`config.mk`:
```
export PLATFORM = sky130hd
export DESIGN_NAME = hazard_ctrl
export DESIGN_NICKNAME = d
export VERILOG_FILES = /design/src/rtl/hazard_ctrl.sv
export SDC_FILE = /design/constraint.sdc
export NUM_CORES = 1
export LEC_CHECK = 0
export BUFFER_PORTS_ARGS = -buffer_cell sky130_fd_sc_hd__buf_4
export CAP_MARGIN = 20
export CORE_UTILIZATION = 25
export DETAILED_ROUTE_END_ITERATION = 12
export PLACE_DENSITY = 0.42
export SYNTH_ARGS = -nofsm -noshare
export SYNTH_HDL_FRONTEND = slang
export SYNTH_SLANG_ARGS = --single-unit
```
`constraint.sdc`:
```
create_clock -name clk -period 2.3 [get_ports clk]
set_input_delay 0 -clock clk [delete_from_list [all_inputs] [get_ports clk]]
set_output_delay 0 -clock clk [all_outputs]
set_load 0.01 [all_outputs]
```
`src/rtl/hazard_ctrl.sv`:
```
// Purpose  : pipeline hazard controller (load-use stall, branch flush window, memory freeze) with perf counters.
// Latency  : control outputs are combinational from state + inputs; state and counters update on the next clk edge.
// Backpress: mem_busy freezes every stage enable; a held hazard is re-evaluated on the first non-busy cycle.
//
// Ports:
//   clk, rst                  clock / asynchronous active-low reset
//   id_rs1/2, id_use_rs1/2    source registers of the instruction in ID and whether they are read
//   ex_rd, ex_memread         destination of the instruction in EX and whether it is a load
//   ex_br_taken               taken branch/jump resolved in EX (single-cycle pulse)
//   mem_busy                  data memory not ready
//   cnt_clr                   synchronous clear of both performance counters
//   pc_en, ifid_en, idex_en, exmem_en   stage load enables
//   ifid_flush, idex_bubble   squash IF/ID to NOP / load a zero-control bubble into ID/EX
//   state_o                   FSM state (debug)
//   stall_cnt, flush_cnt      saturating count of stalled cycles / accepted taken branches
module hazard_ctrl #(
   parameter int FLUSH_CYCLES = 1,
   parameter int CNT_W        = 16
) (
   input  logic             clk,
   input  logic             rst,
   input  logic [4:0]       id_rs1,
   input  logic [4:0]       id_rs2,
   input  logic             id_use_rs1,
   input  logic             id_use_rs2,
   input  logic [4:0]       ex_rd,
   input  logic             ex_memread,
   input  logic             ex_br_taken,
   input  logic             mem_busy,
   input  logic             cnt_clr,
   output logic             pc_en,
   output logic             ifid_en,
   output logic             ifid_flush,
   output logic             idex_en,
   output logic             idex_bubble,
   output logic             exmem_en,
   output logic [1:0]       state_o,
   output logic [CNT_W-1:0] stall_cnt,
   output logic [CNT_W-1:0] flush_cnt
);

   // Remaining-flush counter only needs to hold FLUSH_CYCLES-1.
   localparam int RW = (FLUSH_CYCLES > 1) ? $clog2(FLUSH_CYCLES) : 1;

   typedef enum logic [1:0] {
      RUN      = 2'd0,
      LU_STALL = 2'd1,
      FLUSH    = 2'd2,
      MEM_WAIT = 2'd3
   } state_t;

   localparam logic [RW-1:0] REM_LOAD = RW'(FLUSH_CYCLES - 1);
   localparam logic [RW-1:0] REM_ONE  = RW'(1);
   localparam state_t        BR_NEXT  = (FLUSH_CYCLES > 1) ? FLUSH : RUN;

   state_t          state_q, state_d;
   logic [RW-1:0]   rem_q, rem_d;
   logic            lu_haz;
   logic            lu_live;
   logic            br_acc;

   // Load in EX writing a register that ID reads; x0 is never a hazard.
   assign lu_haz = ex_memread && (ex_rd != 5'd0) &&
                   ((id_use_rs1 && (id_rs1 == ex_rd)) ||
                    (id_use_rs2 && (id_rs2 == ex_rd)));

   // In LU_STALL the bubble already sits in EX, so the old hazard must not re-stall.
   assign lu_live = lu_haz && (state_q != LU_STALL);

   // ---------------- state register ----------------
   always_ff @(posedge clk or negedge rst) begin
      if (!rst) begin
         state_q <= RUN;
         rem_q   <= '0;
      end else begin
         state_q <= state_d;
         rem_q   <= rem_d;
      end
   end

   // ---------------- next-state logic ----------------
   // RUN, LU_STALL and MEM_WAIT share one rule set; only FLUSH differs.
   always_comb begin
      state_d = state_q;
      rem_d   = rem_q;
      case (state_q)
         FLUSH: begin
            if (!mem_busy) begin
               if (ex_br_taken) begin
                  rem_d = REM_LOAD;
               end else begin
                  rem_d = rem_q - REM_ONE;
                  if (rem_q <= REM_ONE) state_d = RUN;
               end
            end
         end
         default: begin
            if (mem_busy) begin
               state_d = MEM_WAIT;
            end else if (ex_br_taken) begin
               state_d = BR_NEXT;
               rem_d   = REM_LOAD;
            end else if (lu_live) begin
               state_d = LU_STALL;
            end else begin
               state_d = RUN;
            end
         end
      endcase
   end

   // ---------------- output logic ----------------
   always_comb begin
      pc_en       = 1'b1;
      ifid_en     = 1'b1;
      ifid_flush  = 1'b0;
      idex_en     = 1'b1;
      idex_bubble = 1'b0;
      exmem_en    = 1'b1;
      br_acc      = 1'b0;
      if (!rst) begin
         // Safe pipe while reset is held: nothing loads, IF/ID and ID/EX read as NOPs.
         pc_en       = 1'b0;
         ifid_en     = 1'b0;
         ifid_flush  = 1'b1;
         idex_en     = 1'b0;
         idex_bubble = 1'b1;
         exmem_en    = 1'b0;
      end else if (mem_busy) begin
         // Freeze holds every stage; flush/bubble stay low so frozen registers keep contents.
         pc_en    = 1'b0;
         ifid_en  = 1'b0;
         idex_en  = 1'b0;
         exmem_en = 1'b0;
      end else if (state_q == FLUSH || ex_br_taken) begin
         ifid_flush  = 1'b1;
         idex_bubble = 1'b1;
         br_acc      = ex_br_taken;
      end else if (lu_live) begin
         pc_en       = 1'b0;
         ifid_en     = 1'b0;
         idex_bubble = 1'b1;
      end
   end

   assign state_o = state_q;

   // ---------------- performance counters ----------------
   always_ff @(posedge clk or negedge rst) begin
      if (!rst) begin
         stall_cnt <= '0;
         flush_cnt <= '0;
      end else if (cnt_clr) begin
         stall_cnt <= '0;
         flush_cnt <= '0;
      end else begin
         if (!pc_en && (stall_cnt != '1)) stall_cnt <= stall_cnt + CNT_W'(1);
         if (br_acc && (flush_cnt != '1)) flush_cnt <= flush_cnt + CNT_W'(1);
      end
   end

endmodule

```
* After elaboration in Yosys (flattened, before gate mapping) *
Index checks and enable logic that the tools add are counted.

operators by class
  add/subtract/negate cells = 3
  order comparisons = 1
  equality and inequality tests = 9
  multiplexer cells = 32
  bitwise operators = 1
  reductions and logical operators = 16

operators by type and width
  cell                     count
  $mux W16                 4
  $add A16 B1 Y16 const B  2
  $ne A16 B16 Y1 const B   2
  $mux W1                  23
  $eq A5 B5 Y1             2
  $mux W2                  5
  $logic_and A1 B1 Y1      7
  $ne A2 B2 Y1 const B     3
  $reduce_bool A2 Y1       3
  $reduce_bool A5 Y1       1
  $reduce_and A3 Y1        1
  $eq A2 B2 Y1 const B     1
  $logic_or A1 B1 Y1       2
  $ne A2 B1 Y1 const B     1
  $reduce_and A2 Y1        1
  $le A1 B1 Y1 const B     1
  $logic_not A1 Y1         1
  $not A1 Y1               1
  $sub A1 B1 Y1 const B    1

word-level totals
  register bits = 35
  input bits = 23
  output and inout port bits = 40
  logic and storage cells = 66

* Logic depth before layout (Yosys ltp) *
  depth after elaboration = 13
  depth in mapped cells = 8
  gate-level depth less buffers = 7

* Worst setup path before layout *
OpenSTA, ideal clock, no wires.

  path type = reg2reg
  from = register state_q[1], in the netlist state_o[1]
  to = register stall_cnt[13]
  setup time = 0.125 ns
  data arrival time = 2.017 ns
  data required time = 2.175 ns
  path slack = 0.158 ns
  stages on the path, launching flop included = 7
  path buffers = 1
  clock period less this slack = 2.142 ns
  path through = dfrtp_1 nor2b_1 or3_1 o31a_1 buf_2 nor4b_1 mux2_2

on the way
  longest elaborated chain between the ends = 9
  elaborated cells between the ends (all ways) = 11
  those cells by class = eq/ne: 2; mux: 4; reduce/logical: 5

ends and longest elaborated chain
  what                                     line  RTL
  start, declared                          56    state_t state_q, state_d;
  start signal, assigned                   76    state_q <= state_d;
  $ne A2 B1 Y1                             68    assign lu_live = lu_haz && (state_q != LU_STALL);
  $logic_and A1 B1 Y1                      68
  $mux W1                                  139   end else if (lu_live) begin
  $mux W1 (*)                              135   end else if (state_q == FLUSH || ex_br_taken) begin
  $mux W1 (*)                              129   end else if (mem_busy) begin
  $mux W1 (*)                              121   if (!rst) begin
  $logic_not A1 Y1 (*)                     157   if (!pc_en && (stall_cnt != '1)) stall_cnt <= stall_cnt + CNT_W'(1);
  $logic_and A1 B1 Y1 (*)                  157
  $reduce_bool A2 Y1 (no source line) (*)  --
  end signal, assigned                     157
  end, declared                            38    output logic [CNT_W-1:0] stall_cnt,

Every way passes the cells marked *; elsewhere a longest branch is shown, timed or not.
A chain may end at the register's enable or synchronous reset.

* Worst setup path in the final report *
  from = register state_q[1], in the netlist state_o[1]
  to = register stall_cnt[9]

Same word-level chain as after synthesis.

==> results.json <==
{
  "status": "finished clean",
  "r2r_slack_ns": 0.13,
  "report.final.slew_viol_count": 0,
  "crit_chain": "nor2b_1 > or3_1 > o31a_1 > buf_4 > or4_1 > a21oi_1",
  "cts.sinks": 34,
  "r2r_cells": 6,
  "crit_path_end_kind": "flip-flop",
  "wl_per_cell_um": 13.3,
  "grt_pass1_vias": 1736,
  "start_kind": "flip-flop",
  "ys_ff_latch": 34,
  "clk_latency_ns": 0.29,
  "place.gp.congestion": 0.683,
  "first_pass_iters": 4,
  "hp-start": "ex_br_taken",
  "areaGrowthSynthToFinish_pct": 40.0,
  "num_antenna_cells": 0,
  "timing.rr.start": "state_o[1]",
  "timing.final.crit_share": 0.942,
  "core_um2": 7410,
  "slowest_delay_ns": 0.51,
  "grt_overflow": 0,
  "synth_cell_types": 35,
  "hold_path_class": "input pin to flip-flop",
  "htreeDepth": 2,
  "grt_max_degree": 37,
  "ys_warn_count": 0,
  "leakage_nw": 1.25,
  "synth-simple-area-share": 0.272,
  "synthArstFlopShare": 1.00,
  "holdPathStages": 3,
  "yosys_most_used_dff": "dfrtp_1",
  "relSlewSlack": 0.685,
  "rsz0062_at_grt": "no",
  "whs_ns": 0.0883,
  "fin_crit_ns": 2.17,
  "fp.dieH_um": 90.6,
  "max-vdd-ir-drop_mv": 0.174,
  "synth_fp_nets": 234,
  "clkSlewWorstSetupHoldPaths_ns": 0.07,
  "timing.final.ws_setup_ns": 0.134,
  "layout.nets": 313,
  "cts_resized": 0,
  "root_buffer": "clkbuf_8",
  "die_w_um": 90.6,
  "ios": 63,
  "portBuffers": 62,
  "fmax_mhz": 462,
  "numCtsBuffers": 5,
  "ant_nets": 0,
  "synth_compound_area_frac": 0.111,
  "seq_area_frac_synth": 0.433,
  "initial_core_util": 0.265,
  "slowest_stage": "or4_1",
  "syn_avg_cell_area_um2": 9.39,
  "cts_tree": "yes",
  "synth_area_um2": 1960,
  "cap_violations": 0,
  "reg2reg_to": "stall_cnt[9]",
  "drt_iter0_markers": 43,
  "dp_hpwl_mm": 3.67,
  "vias": 1827,
  "grt_usage": 0.131,
  "antenna_found_initial": 0,
  "cts_buffer_depth": 2,
  "drive_above_1_share": 0.322,
  "hold_violations": 0,
  "grt_pass1_wl_mm": 8.51,
  "die_area_um2": 8210,
  "syn_inst": 209,
  "whs_endpoint": "state_o[0]",
  "finalSetupViolCount": 0,
  "tns_ns": 0,
  "criticalPathCategory": "flip-flop to flip-flop",
  "synth_top_family_by_area": "simple AND/OR/NAND/NOR gates",
  "totalWireLength_mm": 5.15,
  "viasPerCell": 4.71,
  "post-place-ws_ns": 0.0652,
  "crit_arrival_ns": 2.37,
  "crit_fanout": 20,
  "synthMuxAreaShare": 0.0229,
  "rows": 31,
  "worst_pin_slew_ns": 0.473,
  "synth-xor-area-share": 0.112,
  "powerDensity_nw_per_um2": 451,
  "synth_edf_count": 0,
  "cp_data_required_time_ns": 2.51,
  "drc_errors": 0,
  "finalClockSkew_ns": 0.00916,
  "power.total_mw": 1.24,
  "synth_fa_ha_area_frac": 0.0127
}
==> power breakdown <==
group | leakage, nW | switching, mW | total (mW) | internal (mW)
Sequential | 0.469 | 0.00948 | 0.615 | 0.606
Combinational | 0.731 | 0.0781 | 0.160 | 0.0819
Clock | 0.0482 | 0.222 | 0.464 | 0.242
==> critical path: cells and delay by family (launching register included) <==
family          cells  cell delay (ns)
simple gates        3             1.01
compound gates      2             0.48
flops               1             0.37
buf+inv             1             0.23
==> cell families (layout without fill, tap and decap cells) <==
kind of cell / Yosys count / in the layout
simple gates: 97 / 97
flops: 34 / 34
compound gates: 33 / 33
xor+xnor: 25 / 25
buf+inv: 14 / 94
mux: 4 / 4
fa+ha+maj: 2 / 2
==> metrics by stage <==
| step | cell area, µm² | util | std cells |
|---|---|---|---|
| floorplan | 1960 | - | 209 |
| global placement | 2600 | 0.350 | 373 |
| detailed placement | 2600 | 0.350 | 373 |
| CTS | 2720 | 0.367 | 384 |
| global route | 2750 | 0.371 | 388 |
| finish | 2750 | 0.371 | 388 |
==> sequential cells by signal (all words and copies together), names as in the netlist <==
register / cells
flush_cnt: 16
state_o: 2
stall_cnt: 16
==> what timing repair did <==
action | in CTS | in global routing
hold endpoints to repair | 36 | 0
setup endpoints to repair | 0 | 9
buffers inserted | 0 | 4
hold buffers | 3 | 0
==> Yosys cell counts (2+ instances only) <==
library cell | instances | area, µm²
mux2_2 | 4 | 45.0
nor2b_1 | 8 | 50.1
nor2_1 | 23 | 86.3
ha_1 | 2 | 25.0
clkbuf_1 | 4 | 15.0
nor3_1 | 4 | 20.0
o21a_1 | 2 | 15.0
nand3_1 | 16 | 80.1
xor2_1 | 18 | 158
nor4_1 | 5 | 31.3
o21ai_0 | 4 | 20.0
or3_1 | 2 | 12.5
nor4b_1 | 3 | 26.3
a21oi_1 | 11 | 55.1
nand4_1 | 7 | 43.8
xnor2_1 | 7 | 61.3
or4_1 | 10 | 75.1
dfrtp_1 | 34 | 851
nand2_1 | 8 | 30.0
buf_4 | 2 | 15.0
and4_1 | 3 | 26.3
buf_2 | 4 | 20.0
and3_1 | 5 | 31.3
o31ai_1 | 10 | 75.1
inv_1 | 3 | 11.3
==> area by class of cell <==
type,count,area (µm²)
Clock inverter,1,5.00
Sequential cell,34,851
Multi-Input combinational cell,161,1040
Fill cell,792,4660
Tap cell,99,124
Clock buffer,7,86.3
Inverter,3,11.3
Timing Repair Buffer,83,631
==> cell usage in the layout (no fill, tap or decap), types with 3 or more instances in the layout <==
cell	count
dlygate4sd3_1	3
nor2_1	23
inv_1	3
nand2_1	8
o31ai_1	10
o21ai_0	4
mux2_2	4
dfrtp_1	34
nor4_1	5
clkbuf_8	6
and3_1	5
nor3_1	4
nor2b_1	8
nand4_1	7
or4_1	10
and4_1	3
nor4b_1	3
a21oi_1	11
buf_4	80
xnor2_1	7
nand3_1	16
xor2_1	18
==> metal layers <==
metal  track usage  wire length, µm
met1         0.178             2540
met5             0                0
met2         0.196             2260
met3        0.0396              276
met4        0.0444               78
==> worst max path at each step <==
| stage | from | slack [ns] | endpoint | depth (start not counted) |
|---|---|---|---|---|
| after floorplan | state_o[1] | 0.16 | stall_cnt[13] | 6 |
| after global placement | state_o[1] | 0.10 | stall_cnt[9] | 6 |
| after detailed placement | state_o[1] | 0.07 | stall_cnt[4] | 6 |
| after CTS | state_o[1] | 0.05 | stall_cnt[10] | 6 |
| after global routing | state_o[1] | 0.04 | stall_cnt[10] | 6 |
| final | state_o[1] | 0.13 | stall_cnt[9] | 6 |
Power figures use the tool's default switching activity.
